`src/rtl/dram_port_arbiter.sv`:
```
// ---------------------------------------------------------------------------
// dram_port_arbiter
//
// Round-robin arbiter that lets NUM_CORES load/store requesters share one port
// of the dual-port DRAM. Only one request is in flight at a time. Each access
// takes three cycles: IDLE (grant), ACCESS (DRAM samples the port), and RESP
// (read data comes back). The requester then gets a one-cycle ack pulse. One
// instance of this block sits in front of each DRAM port.
//
// Ports
//   clk        in   1                  clock, all state changes on posedge
//   rst        in   1                  asynchronous active-high reset
//   req        in   NUM_CORES          per-core request, held until ack
//   we         in   NUM_CORES          per-core 1=write 0=read
//   addr       in   NUM_CORES*ADDR_W   core i address at [i*ADDR_W +: ADDR_W]
//   wdata      in   NUM_CORES*DATA_W   core i write data at [i*DATA_W +: DATA_W]
//   ack        out  NUM_CORES          one-cycle completion pulse per core
//   rdata      out  DATA_W             last read result, valid from ack cycle
//   busy       out  1                  high while an access is in flight
//   mem_we     out  1                  DRAM write_en
//   mem_addr   out  ADDR_W             DRAM addr
//   mem_wdata  out  DATA_W             DRAM data_in
//   mem_rdata  in   DATA_W             DRAM data_out (one-cycle registered)
// ---------------------------------------------------------------------------
module dram_port_arbiter #(
  parameter int NUM_CORES = 2,
  parameter int ADDR_W    = 16,
  parameter int DATA_W    = 16
) (
  input  logic                        clk,
  input  logic                        rst,
  input  logic [NUM_CORES-1:0]        req,
  input  logic [NUM_CORES-1:0]        we,
  input  logic [NUM_CORES*ADDR_W-1:0] addr,
  input  logic [NUM_CORES*DATA_W-1:0] wdata,
  output logic [NUM_CORES-1:0]        ack,
  output logic [DATA_W-1:0]           rdata,
  output logic                        busy,
  output logic                        mem_we,
  output logic [ADDR_W-1:0]           mem_addr,
  output logic [DATA_W-1:0]           mem_wdata,
  input  logic [DATA_W-1:0]           mem_rdata
);

  localparam int IDX_W = (NUM_CORES > 1) ? $clog2(NUM_CORES) : 1;

  localparam logic [1:0] IDLE   = 2'd0;
  localparam logic [1:0] ACCESS = 2'd1;
  localparam logic [1:0] RESP   = 2'd2;

  localparam logic [NUM_CORES-1:0] ONE_HOT0 = NUM_CORES'(1);

  logic [1:0]           state;
  logic [IDX_W-1:0]     rr;
  logic [IDX_W-1:0]     idx;
  logic                 lat_we;

  logic [NUM_CORES-1:0] eligible;
  logic                 grant_valid;
  logic [IDX_W-1:0]     grant_idx;
  logic [IDX_W-1:0]     next_rr;

  logic [ADDR_W-1:0]    addr_arr  [NUM_CORES];
  logic [DATA_W-1:0]    wdata_arr [NUM_CORES];

  // Split the flat per-core buses into arrays. This lets the granted core be
  // selected with a plain index.
  for (genvar i = 0; i < NUM_CORES; i++) begin : g_unpack
    assign addr_arr[i]  = addr[i*ADDR_W +: ADDR_W];
    assign wdata_arr[i] = wdata[i*DATA_W +: DATA_W];
  end

  // A core whose ack is high this cycle is still holding its old request.
  // It is masked so the completed request is not granted a second time.
  assign eligible = req & ~ack;

  // Round-robin pick. Scan upward from the rr pointer and take the first
  // eligible core. The pointer then moves one past the winner.
  always_comb begin
    int               pos;
    logic [IDX_W-1:0] cand;
    grant_valid = 1'b0;
    grant_idx   = '0;
    next_rr     = '0;
    pos         = 0;
    cand        = '0;
    for (int k = 0; k < NUM_CORES; k++) begin
      pos  = (int'(rr) + k) % NUM_CORES;
      cand = IDX_W'(pos);
      if (!grant_valid && eligible[cand]) begin
        grant_valid = 1'b1;
        grant_idx   = cand;
        next_rr     = IDX_W'((pos + 1) % NUM_CORES);
      end
    end
  end

  // Main access sequencer. All outputs are registered here.
  // The DRAM port registers (mem_*) double as the latched copy of the granted
  // request, so later changes on the core inputs cannot disturb an access.
  // mem_we is raised only on entry to ACCESS and dropped on leaving it, so
  // the DRAM sees at most one write edge per granted write. Reset clears it
  // asynchronously, which aborts a write before its edge arrives.
  always_ff @(posedge clk or posedge rst) begin
    if (rst) begin
      state     <= IDLE;
      rr        <= '0;
      idx       <= '0;
      lat_we    <= 1'b0;
      ack       <= '0;
      rdata     <= '0;
      busy      <= 1'b0;
      mem_we    <= 1'b0;
      mem_addr  <= '0;
      mem_wdata <= '0;
    end else begin
      ack <= '0;
      case (state)
        IDLE: begin
          if (grant_valid) begin
            idx       <= grant_idx;
            lat_we    <= we[grant_idx];
            mem_we    <= we[grant_idx];
            mem_addr  <= addr_arr[grant_idx];
            mem_wdata <= wdata_arr[grant_idx];
            rr        <= next_rr;
            busy      <= 1'b1;
            state     <= ACCESS;
          end
        end
        ACCESS: begin
          mem_we <= 1'b0;
          state  <= RESP;
        end
        RESP: begin
          if (!lat_we) begin
            rdata <= mem_rdata;
          end
          ack   <= ONE_HOT0 << idx;
          busy  <= 1'b0;
          state <= IDLE;
        end
        default: begin
          mem_we <= 1'b0;
          busy   <= 1'b0;
          state  <= IDLE;
        end
      endcase
    end
  end

endmodule

```
`config.mk`:
```
export PLATFORM = sky130hd
export DESIGN_NAME = dram_port_arbiter
export DESIGN_NICKNAME = d
export VERILOG_FILES = /design/src/rtl/dram_port_arbiter.sv
export SDC_FILE = /design/constraint.sdc
export NUM_CORES = 1
export LEC_CHECK = 0
export ABC_AREA = 1
export CORE_MARGIN = 5
export CORE_UTILIZATION = 37
export DETAILED_ROUTE_END_ITERATION = 10
export PLACE_DENSITY = 0.77
export SLEW_MARGIN = 20
export SYNTH_ARGS = -nofsm -noshare
export SYNTH_HDL_FRONTEND = slang
export SYNTH_SLANG_ARGS = --single-unit
```
`constraint.sdc`:
```
create_clock -name clk -period 1.7 [get_ports clk]
set_clock_uncertainty 0.2 [all_clocks]
set_input_delay 0.17 -clock clk [delete_from_list [all_inputs] [get_ports clk]]
set_output_delay 0.17 -clock clk [all_outputs]
set_load 0.01 [all_outputs]
```
==> results.yml <==
status:
  status: "finished, final reports clean"
sta:
  fin_crit_ns: 1.62
  timing.slew.headroom_pct: 71.0
  whs_ns: 0.191
  rsz0062_at_grt: "false"
  worstMarginPinSlew_ns: 0.434
  max_freq_mhz: 618
  hold_violations: 0
  fin_crit_sh_pct: 95.2
  setup_tns_ns: 0
  slew_violations: 0
  setup_viol: 0
setup_path:
  crit_arrival_ns: 1.25
  path_max_fanout: 2
  required_ns: 1.33
  worst-path-buf-inv: 1
  path_cells: "clkdlybuf4s50_1"
  crit_slowest_cell: "clkdlybuf4s50_1"
  critPathLaunchType: "flop"
  end_kind: "primary output"
  critPathKind: "reg -> out"
  max_stage_delay_ns: 0.57
  critPathTopFamily: "buffers and inverters"
clock_network:
  numCtsBuffers: 9
  cts_sinks: 57
  cts_buffer_depth: 2
  clockRootBuffer: "clkbuf_8"
  cts_resized: 0
  h-tree-depth: 3
  clk_pin_slew_ns: 0.07
  cts_tree: "done"
  clock_latency_ns: 0.32
finish:
  fin_cells: 637
  nFillCells: 688
  multi_input_area_um2: 1000
  layout-drive-gt1-share_pct: 9.35
  synthToLayoutAreaGrowth_pct: 61.6
  layout_commonest_cell: "clkdlybuf4s50_1"
  final_area_um2: 4690
  fin_nets: 616
  mostFrequentLayoutCells: "clkdlybuf4s50_1 (137), nand2_1 (121), inv_1 (88)"
  regArea_um2: 1430
  final_util_pct: 61.0
  n_antenna_cell: 0
floorplanning:
  core-area_um2: 7690
  dieHeight_um: 98.6
  row_count: 32
  initial_core_util_pct: 37.8
  die-area_um2: 9720
  die_w_um: 98.6
  ios: 138
yosys:
  synth_top_area_share_pct: 49.1
  synth_compound_area_share_pct: 4.78
  yosysTopAreaCell: "dfrtp_1"
  yosys-mux-area-fraction_pct: 0
  synth-seq-cells: 57
  synth_cell_type_count: 19
  yosysSeqAreaShare_pct: 49.1
  synth_xor_area_share_pct: 0
  yosys.area_share.adder_pct: 0
  synth_top_family_by_area: "simple AND/OR/NAND/NOR gates"
  syn-instance-count: 385
  syn_nets: 471
  syn_avg_cell_area_um2: 7.54
  netlist_area_um2: 2900
  synth_area_leaders: "dfrtp_1 (49%), nand2_1 (16%), inv_1 (12%), nand3_1 (11%), o21ai_2 (1.8%)"
  yosys.area_share.simple_pct: 29.7
  yosysWarningCount: 0
global_routing:
  grt_pass1_wl_um: 13000
  groute.usage.overall_pct: 16.5
  grt-ovfl-total: 0
  grt_max_degree: 33
  antenna_found_initial: 0
  grt_pass1_vias: 2866
power:
  ir_drop_mv: 0.628
  p_per_area_nw_per_um2: 1600
  p_leak_uw: 0.00246
drt:
  drc: 0
  drt_pass1_iterations: 4
  ant_nets: 0
  drtIter0Drc: 113
  viasPerCell: 4.39
  routedWlPerCell_um: 12.1
  vias: 2798
  wirelength_um: 7710
worst_hold_path:
  worstHoldPathType: "in -> reg"
place:
  gp_congestion: 0.798
  numPortBuffers: 137
  dp_cells: 620
  placed_area_um2: 4480
  place.detailed.hpwl_um: 6020
flow_run:
  max_cap_viol_count: 0
registers in the layout, summed over array words and instances, names as in the netlist:
signal	flops
rdata	16
state	2
ack	2
mem_addr	16
mem_wdata	16
busy	1
lat_we	1
mem_we	1
idx	1
rr	1
power breakdown:
group	internal, µW	switching [µW]
combinational	2000	1910
clock	705	522
sequential	2020	359
total	4730	2790
cell type report:
cell class / instances / area share, %
Clock buffer: 10 / 2.93
Clock inverter: 6 / 1.23
Sequential cell: 57 / 30.4
Multi-Input combinational cell: 218 / 21.3
Tap cell: 102 / 2.72
Inverter: 91 / 7.36
Timing Repair Buffer: 153 / 34.0
logic make-up (layout without fill, tap and decap cells):
logic type / count (synthesis) / in the layout
AO/OA/AOI/OAI: 21 / 21
flip-flops: 57 / 57
AND/OR/NAND/NOR: 197 / 197
buffers and inverters: 110 / 260
synthesized netlist by cell type (all sizes together):
cell,number
nand3,68
nor2,4
o21ai,20
inv,91
or2,1
clkbuf,2
buf,17
a21oi,1
nand2,124
dfrtp,57
metrics by stage:
stage | setup slack (ns) | power (µW)
2_1_floorplan | 0.231 | 4410
3_3_place_gp | -0.00565 | 6260
3_5_place_dp | -0.0411 | 6370
4_1_cts | 0.0536 | 7640
5_1_grt | 0.0186 | 8140
6_report | 0.0817 | 7520
per-layer routing:
layer / vias to the layer above / wire [µm] / global-route usage, %
met2: 103 / 3950 / 28.9
met5: - / 0 / 0
met4: 0 / 74 / 5.57
met1: 1254 / 3100 / 19.3
met3: 7 / 577 / 5.02
li1: 1434 / - / -
final timing paths:
| kind | slack [ns] | startpoint | cells past startpoint | end |
|---|---|---|---|---|
| max | 0.08 | mem_we | 1 | mem_we |
| min | 0.19 | mem_rdata[4] | 3 | rdata[4] |
| max reg2reg | 0.18 | ack[1] | 6 | idx |
| min reg2reg | 0.24 | idx | 1 | ack[0] |
| max in group asynchronous | 0.28 | rst | 4 | state[0] |
| min in group asynchronous | 0.58 | rst | 3 | rdata[8] |
timing repair:
| action | 4_1_cts | 5_1_grt |
|---|---|---|
| buffers inserted | 0 | 0 |
| endpoints found under the setup margin | 0 | 0 |
| hold buffers | 1 | 0 |
| hold endpoints to repair | 2 | 0 |
(Power assumes the default switching activity.)
